`src/rtl/dead_time_nch.sv`:
```
`default_nettype none
// ============================================================================
// Module      : dead_time_nch
// Description : N-channel complementary PWM dead-time generator with
//               per-channel A/B delays, polarity, global enable and fault trip.
// Revision    : 1.0 - initial release
// ============================================================================
module dead_time_nch #(
    parameter int N_CH = 4,
    parameter int DT_W = 10
) (
    input  logic                   clk,
    input  logic                   reset,
    input  logic [N_CH-1:0]        pwm,
    input  logic [N_CH*DT_W-1:0]   dt_a_in,
    input  logic [N_CH*DT_W-1:0]   dt_b_in,
    input  logic                   dt_load,
    input  logic [N_CH-1:0]        pol_a,
    input  logic [N_CH-1:0]        pol_b,
    input  logic                   pwm_en,
    input  logic                   dt_en,
    input  logic                   fault,
    input  logic                   fault_clr,
    output logic [N_CH-1:0]        pwmout_a,
    output logic [N_CH-1:0]        pwmout_b,
    output logic                   fault_latched
);

    localparam logic [DT_W-1:0] c_CNT_ONE = {{(DT_W-1){1'b0}}, 1'b1};

    logic r_fault_latched;

    // A new trip always beats a simultaneous clear request.
    always_ff @(posedge clk or posedge reset) begin
        if (reset) begin
            r_fault_latched <= 1'b0;
        end else if (fault) begin
            r_fault_latched <= 1'b1;
        end else if (fault_clr) begin
            r_fault_latched <= 1'b0;
        end
    end

    assign fault_latched = r_fault_latched;

    for (genvar gi = 0; gi < N_CH; gi++) begin : g_ch
        logic            r_aux_a;
        logic            r_aux_b;
        logic [DT_W-1:0] r_cnt_a;
        logic [DT_W-1:0] r_cnt_b;
        logic [DT_W-1:0] r_dta;
        logic [DT_W-1:0] r_dtb;

        always_ff @(posedge clk or posedge reset) begin
            if (reset) begin
                r_aux_a <= 1'b0;
                r_aux_b <= 1'b0;
                r_cnt_a <= '0;
                r_cnt_b <= '0;
                r_dta   <= '0;
                r_dtb   <= '0;
            end else begin
                if (dt_load) begin
                    r_dta <= dt_a_in[gi*DT_W +: DT_W];
                    r_dtb <= dt_b_in[gi*DT_W +: DT_W];
                end

                if (r_fault_latched) begin
                    r_aux_a <= 1'b0;
                    r_aux_b <= 1'b0;
                    r_cnt_a <= '0;
                    r_cnt_b <= '0;
                end else if (!dt_en) begin
                    r_aux_a <= pwm[gi];
                    r_aux_b <= ~pwm[gi];
                    r_cnt_a <= '0;
                    r_cnt_b <= '0;
                end else if (pwm[gi]) begin
                    // Outgoing leg drops at once; incoming leg waits out dta.
                    r_aux_b <= 1'b0;
                    r_cnt_b <= '0;
                    if (!r_aux_a) begin
                        if (r_cnt_a < r_dta) begin
                            r_cnt_a <= r_cnt_a + c_CNT_ONE;
                        end else begin
                            r_aux_a <= 1'b1;
                            r_cnt_a <= '0;
                        end
                    end
                end else begin
                    r_aux_a <= 1'b0;
                    r_cnt_a <= '0;
                    if (!r_aux_b) begin
                        if (r_cnt_b < r_dtb) begin
                            r_cnt_b <= r_cnt_b + c_CNT_ONE;
                        end else begin
                            r_aux_b <= 1'b1;
                            r_cnt_b <= '0;
                        end
                    end
                end
            end
        end

        // Gate with reset too, so active-low legs stay off while in reset.
        assign pwmout_a[gi] = ~(r_aux_a ^ pol_a[gi]) & pwm_en & ~r_fault_latched & ~reset;
        assign pwmout_b[gi] = ~(r_aux_b ^ pol_b[gi]) & pwm_en & ~r_fault_latched & ~reset;
    end

endmodule
`default_nettype wire

```
`config.mk`:
```
export PLATFORM = sky130hd
export DESIGN_NAME = dead_time_nch
export DESIGN_NICKNAME = d
export VERILOG_FILES = /design/src/rtl/dead_time_nch.sv
export SDC_FILE = /design/constraint.sdc
export NUM_CORES = 1
export LEC_CHECK = 0
export ABC_AREA = 1
export BUFFER_PORTS_ARGS = -buffer_cell sky130_fd_sc_hd__buf_4
export CAP_MARGIN = 15
export CORE_ASPECT_RATIO = 0.5
export CORE_MARGIN = 5
export CORE_UTILIZATION = 45
export DETAILED_ROUTE_END_ITERATION = 12
export PLACE_DENSITY = 0.62
export SYNTH_ARGS = -nofsm -noshare
export SYNTH_HDL_FRONTEND = slang
export SYNTH_SLANG_ARGS = --single-unit
```
`constraint.sdc`:
```
create_clock -name clk -period 5.1 [get_ports clk]
set_input_delay 0.255 -clock clk [delete_from_list [all_inputs] [get_ports clk]]
set_output_delay 0.255 -clock clk [all_outputs]
set_load 0.1 [all_outputs]
```
# Word-level counts from Yosys, hierarchy flattened
# Cells that the tools add are included.
# word_totals
ff_bits	169
input_bits	99
output_inout_bits	9
word_cells	178
# classes
addsub	8
magnitude_cmp	8
eq_ne	8
n_mux	82
bitwise_logic	46
n_reduce_logical	1
# ops
op	count
$mux W10	40
$add A10 B1 Y10 const B	8
$lt A10 B10 Y1	8
$mux W1	42
$ne A4 B4 Y1 const B	8
$and A1 B1 Y1	24
$not A1 Y1	14
$xor A1 B1 Y1	8
$reduce_bool A2 Y1	1

# Logic depth before layout (Yosys ltp)
# Gate-level depths: netlist of the first run.
# depth
word_depth	6
ltp_mapped	11
ltp_nobuf	11

# Least setup slack after synthesis of the first run
# No wires, ideal clock.
# synth_path
path_type	input to output
from	in reset
to	out pwmout_a[0]
arrival_ps	6200
required_ps	4845
path_slack_ps	-1355
stages	3
path_cell_list	inv_1 -> nand3_1 -> nor2_1
# synth_via
elab_chain_cells	2
# synth_rtl
element	line	source
from (decl)	13	input logic reset,
$not A1 Y1	106	assign pwmout_a[gi] = ~(r_aux_a ^ pol_a[gi]) & pwm_en & ~r_fault_latched & ~reset;
$and A1 B1 Y1	106	
to (decl)	24	output logic [N_CH-1:0] pwmout_a,
# Every way passes these cells.

# Final worst setup path of the first run
# layout_path
from	in reset
to	out pwmout_b[0]
# layout_via
elab_chain_cells	2
# layout_rtl
element	line	source
$not A1 Y1	107	assign pwmout_b[gi] = ~(r_aux_b ^ pol_b[gi]) & pwm_en & ~r_fault_latched & ~reset;
$and A1 B1 Y1	107	
to (decl)	25	output logic [N_CH-1:0] pwmout_b,
# Every way passes these cells.

==> key figures, run 1 <==
Run status
  – Status: finished, final reports clean

Detailed routing
  – Via count: 8379
  – DRC viols: 0
  – Final ANT Viol Nets: 0
  – DR WL/cell: 12.9 um
  – First-pass iteration count of the detailed router: 5
  – Drt via density: 4.87
  – DRT iter0 DRCs: 532
  – WL final: 22200 um

STA
  – Final setup TNS: 0 ps
  – Max_slew headroom: 42.4%
  – Max frequency: 343 MHz
  – Period minus WS final: 2910 ps
  – Final worst-path cycle share: 57.2%
  – Clk_skew: 9.61 ps
  – Final Max Slew Viols: 0
  – Endpoints failing hold: 0
  – Unrepaired setup endpoints after global routing: false
  – Final setup viols: 0
  – Slew at the pin closest to its max-slew limit: 864 ps

Logic synthesis
  – Synth warn: 0
  – Mapped Area: 10100 um^2
  – Sequential area share after synthesis: 41.9%
  – Syn avg cell area: 7.76 um^2
  – Most common cell in the netlist: nand2_1
  – Post-synth top cells: nand2_1, inv_1, dfrtp_1
  – Post-Synth Adder-Cell Area: 9.91%
  – Post-Synth XOR/XNOR Area: 2.52%
  – Simple-Gate Fraction of Synth Area: 26.1%
  – Area contributors post-synth: dfrtp_1, nand2_1, ha_1
  – Synthesized net count: 1481
  – FFs w/ async S/R, synth: 100%
  – Complex-gate fraction of the synthesized area: 8.88%
  – Number of synthesized flops with an enable pin: 0
  – Post-synthesis mux area share: 0.781%
  – Leading area contributor after synthesis: dfrtp_1
  – Main synth FF type: dfrtp_1
  – Synthesized netlist cell count: 1302
  – Largest family of logic cells by synthesized area: simple AND/OR/NAND/NOR gates
  – Post-synth top area share: 41.9%
  – Yosys reg bits: 169
  – Post-synth cell types: 37

Power and ir drop
  – Leakage power: 6.23 nW
  – Switching Power: 0.000752 W
  – Sequential Power Share: 47.4%
  – Sw Share: 25.0%
  – Largest vdd supply drop: 0.153 mV
  – Power density cells: 257 nW/um^2
  – Clk pwr share: 41.5%
  – Internal Power: 0.00226 W
  – Comb pwr share: 11.0%

Setup path
  – Crit. End Element: output pin
  – Worst-path maximum fanout: 44
  – Reg2reg start: g_ch[3].r_cnt_a[3]$_DFFE_PP0P_
  – Critical path class: primary input to output pin
  – Data arrival, critical path: 2660 ps
  – Worst EP required: 4850 ps
  – Crit path from: reset
  – Startpoint Class: primary input

Floorplanning
  – Initial core utilization: 46.2%
  – Die area: 25700 um^2
  – Core Region: 21900 um^2
  – Die Ht: 116 um
  – Core Rows: 38
  – IO Count: 108
  – Chip width: 222 um

Clocking
  – Clock sink count: 169
  – Max Root-Sink Buffers: 2
  – CTS root buf: clkbuf_16
  – Clock-pin transition on the worst setup and hold timing paths: 60 ps
  – Postcts setup bufs: 0
  – Num CTS Buffers: 17
  – H-tree depth: 4
  – CTS tree: yes
  – Post-CTS Resized: 0
  – Post-CTS Hold Buffers: 1
  – Clk_lat worst skew: 430 ps

Min path
  – Hold Crit Class: primary input to register
  – Hold Startpoint: fault_clr

Finish
  – Post-Route Utilization: 53.6%
  – Layout area overhead: 16.1%
  – Antenna diodes: 0
  – Share of layout cells above drive strength 1: 12.6%
  – Total Nets Final: 1589

Global route
  – GRT Total Usage: 17.8%
  – GRT Residual Overflow: 0
  – Largest net degree at the start of global routing: 76
  – Vias in the first global route: 8063
  – Global-route wire length before repair: 37800 um
  – Initial antenna violation count: 0

Placed design
  – Number of buffers added on ports: 107
  – GPL Wtd Cong: 0.848
  – Hpwl dp: 16600 um

Flow run
  – Max-capacitance violation count: 0
[state kept, by name, summed over array words and instances, names as in the netlist]
signal         count
g_ch.r_dta        40
g_ch.r_dtb        40
g_ch.r_cnt_b      40
g_ch.r_cnt_a      40
g_ch.r_aux_a       4
g_ch.r_aux_b       4
fault_latched      1
[cells by family (layout without fill, tap and decap cells)]
family | count (synthesis) | after routing
and+or+nand+nor | 599 | 599
adders and majority gates | 80 | 80
DFF | 169 | 169
buffers and inverters | 247 | 367
muxes | 7 | 7
AOI/OAI and AO/OA | 171 | 171
xor gates and xnor gates | 29 | 29
[stage by stage]
stage / cells / worst slack (ps) / instance area (um^2) / power (W) / hold slack, ps
2_1_floorplan: 1302 / 749 / 10100 / 0.00166 / 352
3_3_place_gp: 1690 / 2680 / 11200 / 0.00178 / 465
3_5_place_dp: 1690 / 2670 / 11200 / 0.00179 / 468
4_1_cts: 1722 / 2120 / 11700 / 0.00305 / 4.83
5_1_grt: 1722 / 2010 / 11700 / 0.00316 / 6.67
6_report: 1722 / 2190 / 11700 / 0.00301 / 24.6
[metal layers]
| metal | track usage [%] | up-vias | wire length (um) |
|---|---|---|---|
| met5 | 0 | - | 0 |
| met4 | 5.42 | 0 | 371 |
| met3 | 3.72 | 30 | 679 |
| met2 | 29.5 | 113 | 10300 |
| met1 | 23.9 | 3866 | 10800 |
| li1 | - | 4370 | - |
[power groups by stage]
stage                     Clock [W]  Sequential [W]  Combinational, W
after CTS                   0.00128         0.00143          0.000339
after detailed placement          0         0.00145          0.000337
after floorplan                   0         0.00145          0.000213
final                       0.00125         0.00143          0.000332
after global placement            0         0.00145          0.000327
after global routing        0.00134         0.00143          0.000385
[critical path, stage by stage]
cell and delay [ps]:
dlygate4sd3_1 530, buf_4 140, clkinvlp_4 50, buf_4 460, nand3_1 630, nor2_1 250, buf_4 310
[final timing paths]
path / end / slack [ps] / depth (start not counted)
setup / recovery: pwmout_b[0] / 2190 / 7
hold / removal: fault_latched$_DFFE_PP0P_ / 20 / 2
setup reg to reg: g_ch[3].r_cnt_a[1]$_DFFE_PP0P_ / 3170 / 10
hold reg to reg: g_ch[3].r_dtb[0]$_DFFE_PP0P_ / 510 / 1
max in group asynchronous: g_ch[0].r_dta[4]$_DFFE_PP0P_ / 3270 / 5
min in group asynchronous: g_ch[0].r_dtb[7]$_DFFE_PP0P_ / 550 / 4
[cell type report]
class,instances,area [um^2]
clock buffer,22,454
clock inverter,9,100
fill,2081,10100
inverter,223,846
multi-input combinational,886,4870
sequential,169,4230
tap,300,375
timing repair buffer,113,851
[placed cells by master, fill, tap and decap left out, types with 2 or more instances in the layout]
master,instances
nand3_1,60
a21boi_0,2
a21o_1,4
buf_4,112
clkinv_2,5
nor2_8,3
mux2_2,7
xor2_1,26
a31oi_1,5
o21ai_1,5
bufinv_16,2
nor2_1,93
clkbuf_1,4
nand2_4,5
nor2_4,5
nor2_2,4
nor3_1,10
o21bai_1,2
o21ai_0,80
a21oi_1,68
nand4_1,54
ha_1,80
nand3b_1,2
xnor2_1,3
nand2_2,2
dfrtp_1,169
inv_1,213
clkbuf_16,17
nand2_1,358
clkinvlp_4,3
a31o_2,2
inv_2,8
(Power assumes the default switching activity.)
==> run 2, diff against run 1 <==
--- a/config.mk
+++ b/config.mk
@@ -5,14 +5,14 @@
 export SDC_FILE = /design/constraint.sdc
 export NUM_CORES = 1
 export LEC_CHECK = 0
-export ABC_AREA = 1
+export ABC_AREA = 0
 export BUFFER_PORTS_ARGS = -buffer_cell sky130_fd_sc_hd__buf_4
 export CAP_MARGIN = 15
 export CORE_ASPECT_RATIO = 0.5
 export CORE_MARGIN = 5
 export CORE_UTILIZATION = 45
 export DETAILED_ROUTE_END_ITERATION = 12
-export PLACE_DENSITY = 0.62
+export PLACE_DENSITY = 0.6
 export SYNTH_ARGS = -nofsm -noshare
 export SYNTH_HDL_FRONTEND = slang
 export SYNTH_SLANG_ARGS = --single-unit
==> constraint.sdc (replaced) <==
create_clock -name clk -period 3 [get_ports clk]
set_input_delay 0.15 -clock clk [delete_from_list [all_inputs] [get_ports clk]]
set_output_delay 0.15 -clock clk [all_outputs]
set_load 0.1 [all_outputs]
==> key figures, run 2 <==
Finish
  – Commonest non-fill, non-tap cell in the layout: dfrtp_1
  – Share of layout cells above drive strength 1: 15.1%
  – Antenna diodes: 0
  – Layout area overhead: 28.5%
  – Total Nets Final: 1357
  – Cell area after layout: 11900 um^2
  – Commonest non-fill, non-tap cells in the layout: dfrtp_1, nand2_1, buf_4, o21ai_0, inv_1

Clocking
  – Clock-pin transition on the worst setup and hold timing paths: 60 ps
  – H-tree depth: 4
  – Clock sink count: 169
  – Clk_lat worst skew: 430 ps
  – Postcts setup bufs: 0
  – Max Root-Sink Buffers: 2
  – Num CTS Buffers: 17
  – CTS root buf: clkbuf_16
  – Post-CTS Hold Buffers: 85
  – Post-CTS Resized: 0
  – CTS tree: yes

Power and ir drop
  – Leakage power: 5.87 nW
  – Largest vdd supply drop: 0.340 mV
  – Comb pwr share: 12.1%
  – Sw Share: 23.9%
  – Clk pwr share: 43.1%
  – Power density cells: 454 nW/um^2
  – Switching Power: 0.00130 W
  – Internal Power: 0.00412 W
  – Sequential Power Share: 44.9%

Global route
  – Global-route wire length before repair: 38100 um
  – Initial antenna violation count: 0
  – Largest net degree at the start of global routing: 170
  – GRT Residual Overflow: 0
  – Vias in the first global route: 7777
  – GRT Total Usage: 19.6%

Setup path
  – Reg2reg start: g_ch[2].r_cnt_a[7]$_DFFE_PP0P_
  – Data arrival, critical path: 2780 ps
  – Worst-path maximum fanout: 11
  – CP top delay family: compound AO/OA/AOI/OAI gates
  – Crit. End Element: register
  – Crit-path max cell delay: 540 ps
  – Crit path buffers/inverters: 0
  – Startpoint Class: register
  – Worst EP required: 3340 ps
  – CP cell instances: ha_1, a211oi_1, o2111ai_1, a21o_1, nor2_1, a41oi_1, a31oi_1
  – Critical path class: register to register
  – Slowest cell on the critical path: nor2_1
  – Crit path from: g_ch[2].r_cnt_a[7]$_DFFE_PP0P_

Logic synthesis
  – Number of synthesized flops with an enable pin: 0
  – Syn avg cell area: 9.48 um^2
  – Post-synth top cells: dfrtp_1, nand2_1, o21ai_0
  – Synth warn: 0
  – Post-synth top area share: 45.5%
  – Mapped Area: 9290 um^2
  – Main synth FF type: dfrtp_1
  – Sequential area share after synthesis: 45.5%
  – Leading area contributor after synthesis: dfrtp_1
  – Synthesized netlist cell count: 980
  – Synthesized net count: 1159
  – Yosys reg bits: 169
  – Post-synth cell types: 65
  – Area contributors post-synth: dfrtp_1, ha_1, o21ai_0
  – FFs w/ async S/R, synth: 100%
  – Most common cell in the netlist: dfrtp_1

Detailed routing
  – Drt via density: 5.26
  – Via count: 7689
  – DR WL/cell: 15.4 um
  – First-pass iteration count of the detailed router: 5
  – WL final: 22500 um
  – DRT iter0 DRCs: 467
  – DRC viols: 0
  – Final ANT Viol Nets: 0

STA
  – Unrepaired setup endpoints after global routing: false
  – Final worst slack: 559 ps
  – Endpoints failing hold: 0
  – Final setup TNS: 0 ps
  – Period minus WS final: 2440 ps
  – Final setup viols: 0
  – Max_slew headroom: 39.0%
  – Final worst-path cycle share: 81.4%
  – Slew at the pin closest to its max-slew limit: 915 ps
  – Clk_skew: 7.39 ps
  – Final Max Slew Viols: 0
  – Max frequency: 410 MHz

Floorplanning
  – Core Region: 20400 um^2
  – Die Ht: 112 um
  – Core Rows: 37
  – Initial core utilization: 45.5%
  – Die area: 23800 um^2
  – Chip width: 213 um
  – IO Count: 108

Placed design
  – GPL Wtd Cong: 0.807
  – Number of buffers added on ports: 107
  – Hpwl dp: 16000 um
  – Worst slack at placement: 578 ps
  – DP Area: 10500 um^2

Run status
  – Status: finished, final reports clean

Flow run
  – Max-capacitance violation count: 0

Min path
  – Hold Crit Class: primary input to async pin
## run 2: logic make-up after synthesis
family                   synth area share, %
multiplexers                            1.32
AND/OR/NAND/NOR                         18.6
AO/OA/AOI/OAI                           16.1
buffers and inverters                   4.69
XOR/XNOR                                3.02
flip-flops                              45.5
adder cells (fa/ha/maj)                 10.8
## run 2: final timing paths
path	to	slack [ps]	cells past startpoint
max	g_ch[2].r_cnt_a[9]$_DFFE_PP0P_	560	7
min	g_ch[0].r_dtb[1]$_DFFE_PP0P_	10	3
max reg2reg	g_ch[2].r_cnt_a[9]$_DFFE_PP0P_	560	7
min reg2reg	g_ch[1].r_cnt_b[9]$_DFFE_PP0P_	510	1
max in group asynchronous	g_ch[2].r_cnt_b[4]$_DFFE_PP0P_	2340	3
min in group clk	g_ch[3].r_aux_a$_DFF_PP0_	30	2
## run 2: worst reg2reg max path: stages, from the launching register on
cell	delay, ps
dfrtp_1	410
ha_1	340
a211oi_1	280
o2111ai_1	170
a21o_1	190
nor2_1	540
a41oi_1	220
a31oi_1	210
## run 2: power groups by stage
stage | logic, W | registers [W] | clock network (W)
2_1_floorplan | 0.000342 | 0.00246 | 0
3_3_place_gp | 0.000555 | 0.00247 | 0
3_5_place_dp | 0.000571 | 0.00247 | 0
4_1_cts | 0.000663 | 0.00243 | 0.00240
5_1_grt | 0.000740 | 0.00244 | 0.00249
6_report | 0.000655 | 0.00243 | 0.00233
## run 2: metal layers
metal	vias up	global-route usage [%]	part of all wire [%]
met1	3716	26.7	48
li1	3838	-	-
met5	-	0	0
met3	26	4.11	2.9
met2	109	32.1	48
met4	0	4.91	1.2
## run 2: per-stage QoR
| step | instances | hold slack (ps) | utilization, % | power (W) |
|---|---|---|---|---|
| finish | 1463 | 10.4 | 58.5 | 0.00542 |
| global route | 1463 | 22.3 | 58.5 | 0.00567 |
| CTS | 1463 | 10.6 | 58.5 | 0.00550 |
| detailed placement | 1347 | 361 | 51.2 | 0.00304 |
| global placement | 1347 | 354 | 51.2 | 0.00303 |
| floorplan | 980 | 221 | - | 0.00281 |
## run 2: cell type report
| cell class | count | area (um^2) |
|---|---|---|
| flip-flops and latches | 169 | 4230 |
| multi-input cells | 697 | 4630 |
| inverters | 87 | 330 |
| clock inverters | 7 | 113 |
| fillers | 1783 | 8480 |
| clock buffers | 24 | 512 |
| repair buffers | 206 | 1780 |
| well taps | 273 | 342 |
==> run 3, diff against run 2 <==
==> constraint.sdc (replaced) <==
create_clock -name clk -period 2.4 [get_ports clk]
set_input_delay 0.12 -clock clk [delete_from_list [all_inputs] [get_ports clk]]
set_output_delay 0.12 -clock clk [all_outputs]
set_load 0.1 [all_outputs]
==> key figures, run 3 (synthesized netlist as in run 2, its figures left out) <==
Detailed routing
  – Final ANT Viol Nets: 0
  – DR WL/cell: 15.5 um
  – WL final: 22900 um
  – Drt via density: 5.28
  – DRT iter0 DRCs: 512
  – DRC viols: 0
  – Via count: 7796
  – First-pass iteration count of the detailed router: 4

Setup path
  – Worst R2R Path Depth: 7
  – Reg2reg start: g_ch[0].r_cnt_b[7]$_DFFE_PP0P_
  – FF-to-FF setup slack: 120 ps
  – Slowest cell on the critical path: or4_4
  – Startpoint Class: register
  – Worst-path maximum fanout: 6
  – Data arrival, critical path: 2650 ps
  – Worst EP required: 2770 ps
  – CP cell instances: ha_1, a211o_1, o211ai_1, o311ai_2, or4_4, o21ai_0, a22o_1
  – Crit-path max cell delay: 490 ps
  – Worst R2R End: g_ch[0].r_cnt_b[3]$_DFFE_PP0P_
  – Crit. End Element: register
  – Critical path class: register to register

STA
  – Max frequency: 438 MHz
  – Max_slew headroom: 62.7%
  – Final setup viols: 0
  – Final worst-path cycle share: 95.2%
  – Period minus WS final: 2280 ps
  – Endpoints failing hold: 0
  – Final Max Slew Viols: 0
  – Final setup TNS: 0 ps
  – Clk_skew: 8.19 ps
  – Slew at the pin closest to its max-slew limit: 560 ps
  – Hold Slack: 105 ps

Placed design
  – Hpwl dp: 16300 um
  – GPL Wtd Cong: 0.855
  – Number of buffers added on ports: 107

Floorplanning
  – Chip width: 213 um
  – Die Ht: 112 um
  – Core Region: 20400 um^2
  – Die area: 23800 um^2
  – IO Count: 108
  – Initial core utilization: 45.5%
  – Core Rows: 37

Finish
  – Commonest non-fill, non-tap cell in the layout: dfrtp_1
  – Antenna diodes: 0
  – Total Nets Final: 1370
  – Layout area overhead: 29.3%
  – Commonest non-fill, non-tap cells in the layout: dfrtp_1, nand2_1, buf_4, o21ai_0, dlygate4sd3_1
  – Share of layout cells above drive strength 1: 16.0%
  – Post-Route Utilization: 58.8%
  – Fill cells: 1768

Global route
  – Vias in the first global route: 7793
  – Global-route wire length before repair: 38100 um
  – Initial antenna violation count: 0
  – GRT Total Usage: 19.7%
  – Largest net degree at the start of global routing: 100
  – GRT Residual Overflow: 0

Min path
  – Hold Crit Depth: 3
  – Hold Startpoint: dt_load
  – Hold Crit Class: primary input to register
  – WHS Endpoint: g_ch[3].r_dtb[2]$_DFFE_PP0P_

Clocking
  – Clock sink count: 169
  – CTS root buf: clkbuf_16
  – H-tree depth: 4
  – Num CTS Buffers: 17
  – CTS tree: yes
  – Clock-pin transition on the worst setup and hold timing paths: 70 ps
  – Clk_lat worst skew: 430 ps
  – Max Root-Sink Buffers: 2

Power and ir drop
  – Power density cells: 545 nW/um^2
  – Largest vdd supply drop: 0.386 mV
  – Pwr Total: 0.00655 W
  – Leakage power: 5.90 nW

Flow run
  – Max-capacitance violation count: 0

Run status
  – Status: finished, final reports clean
[run 3: cell count changes in the layout (fill, tap and decap cells not counted), sizes merged]
cell         before  now
clkbuf           24   22
bufinv            3    1
clkinv            3    4
buf             121  131
clkinvlp          2    6
dlygate4sd3      85   88
[run 3: what timing repair did]
item,in CTS,in global routing
hold endpoints to repair,122,0
resized for setup,0,4
setup endpoints to repair,0,12
hold buffers,88,0
setup buffers,0,3
[run 3: area by class of cell]
| cell class | instances | area, um^2 | share of cell area [%] |
|---|---|---|---|
| multi-input combinational | 697 | 4640 | 38.6 |
| sequential | 169 | 4230 | 35.2 |
| timing repair buffer | 219 | 1900 | 15.8 |
| clock buffer | 22 | 474 | 3.95 |
| tap | 273 | 342 | 2.84 |
| inverter | 87 | 330 | 2.75 |
| clock inverter | 10 | 95.1 | 0.792 |
[run 3: how the worst max path moves through the flow]
stage	cells past startpoint	to	from
final	7	g_ch[0].r_cnt_b[3]$_DFFE_PP0P_	g_ch[0].r_cnt_b[7]$_DFFE_PP0P_
after global routing	7	g_ch[0].r_cnt_b[4]$_DFFE_PP0P_	g_ch[0].r_cnt_b[7]$_DFFE_PP0P_
after CTS	7	g_ch[0].r_cnt_b[5]$_DFFE_PP0P_	g_ch[0].r_cnt_b[7]$_DFFE_PP0P_
after detailed placement	7	g_ch[0].r_cnt_b[5]$_DFFE_PP0P_	g_ch[0].r_cnt_b[7]$_DFFE_PP0P_
after global placement	7	g_ch[0].r_cnt_b[7]$_DFFE_PP0P_	g_ch[0].r_cnt_b[7]$_DFFE_PP0P_
after floorplan	4	pwmout_a[0]	fault_latched$_DFFE_PP0P_
[run 3: critical path, delay by kind of cell (launching register included)]
family          cells  cell delay (ps)
compound gates      5              940
fa+ha+maj           1              340
flops               1              450
simple gates        1              490
[run 3: routing by layer]
metal	up-vias	GRT usage (%)	share of wire, %
met5	-	0	0
met4	0	5.29	1.6
li1	3858	-	-
met3	26	3.52	2.9
met2	117	32.9	48
met1	3795	26.5	47
[run 3: where the power goes]
| part | switching, W | leakage (nW) | internal, W | total [W] |
|---|---|---|---|---|
| combinational | 0.000452 | 3.43 | 0.000392 | 0.000844 |
| clock | 0.00116 | 0.264 | 0.00151 | 0.00267 |
| sequential | 0.0000564 | 2.20 | 0.00298 | 0.00304 |
| total | 0.00167 | 5.90 | 0.00488 | 0.00655 |
[run 3: through the flow]
step	cell area, um^2	setup slack, ps	cells
floorplan	9300	-327	980
global placement	10500	195	1354
detailed placement	10500	45.9	1354
CTS	12000	34.2	1474
global route	12000	-1.44	1477
finish	12000	115	1477
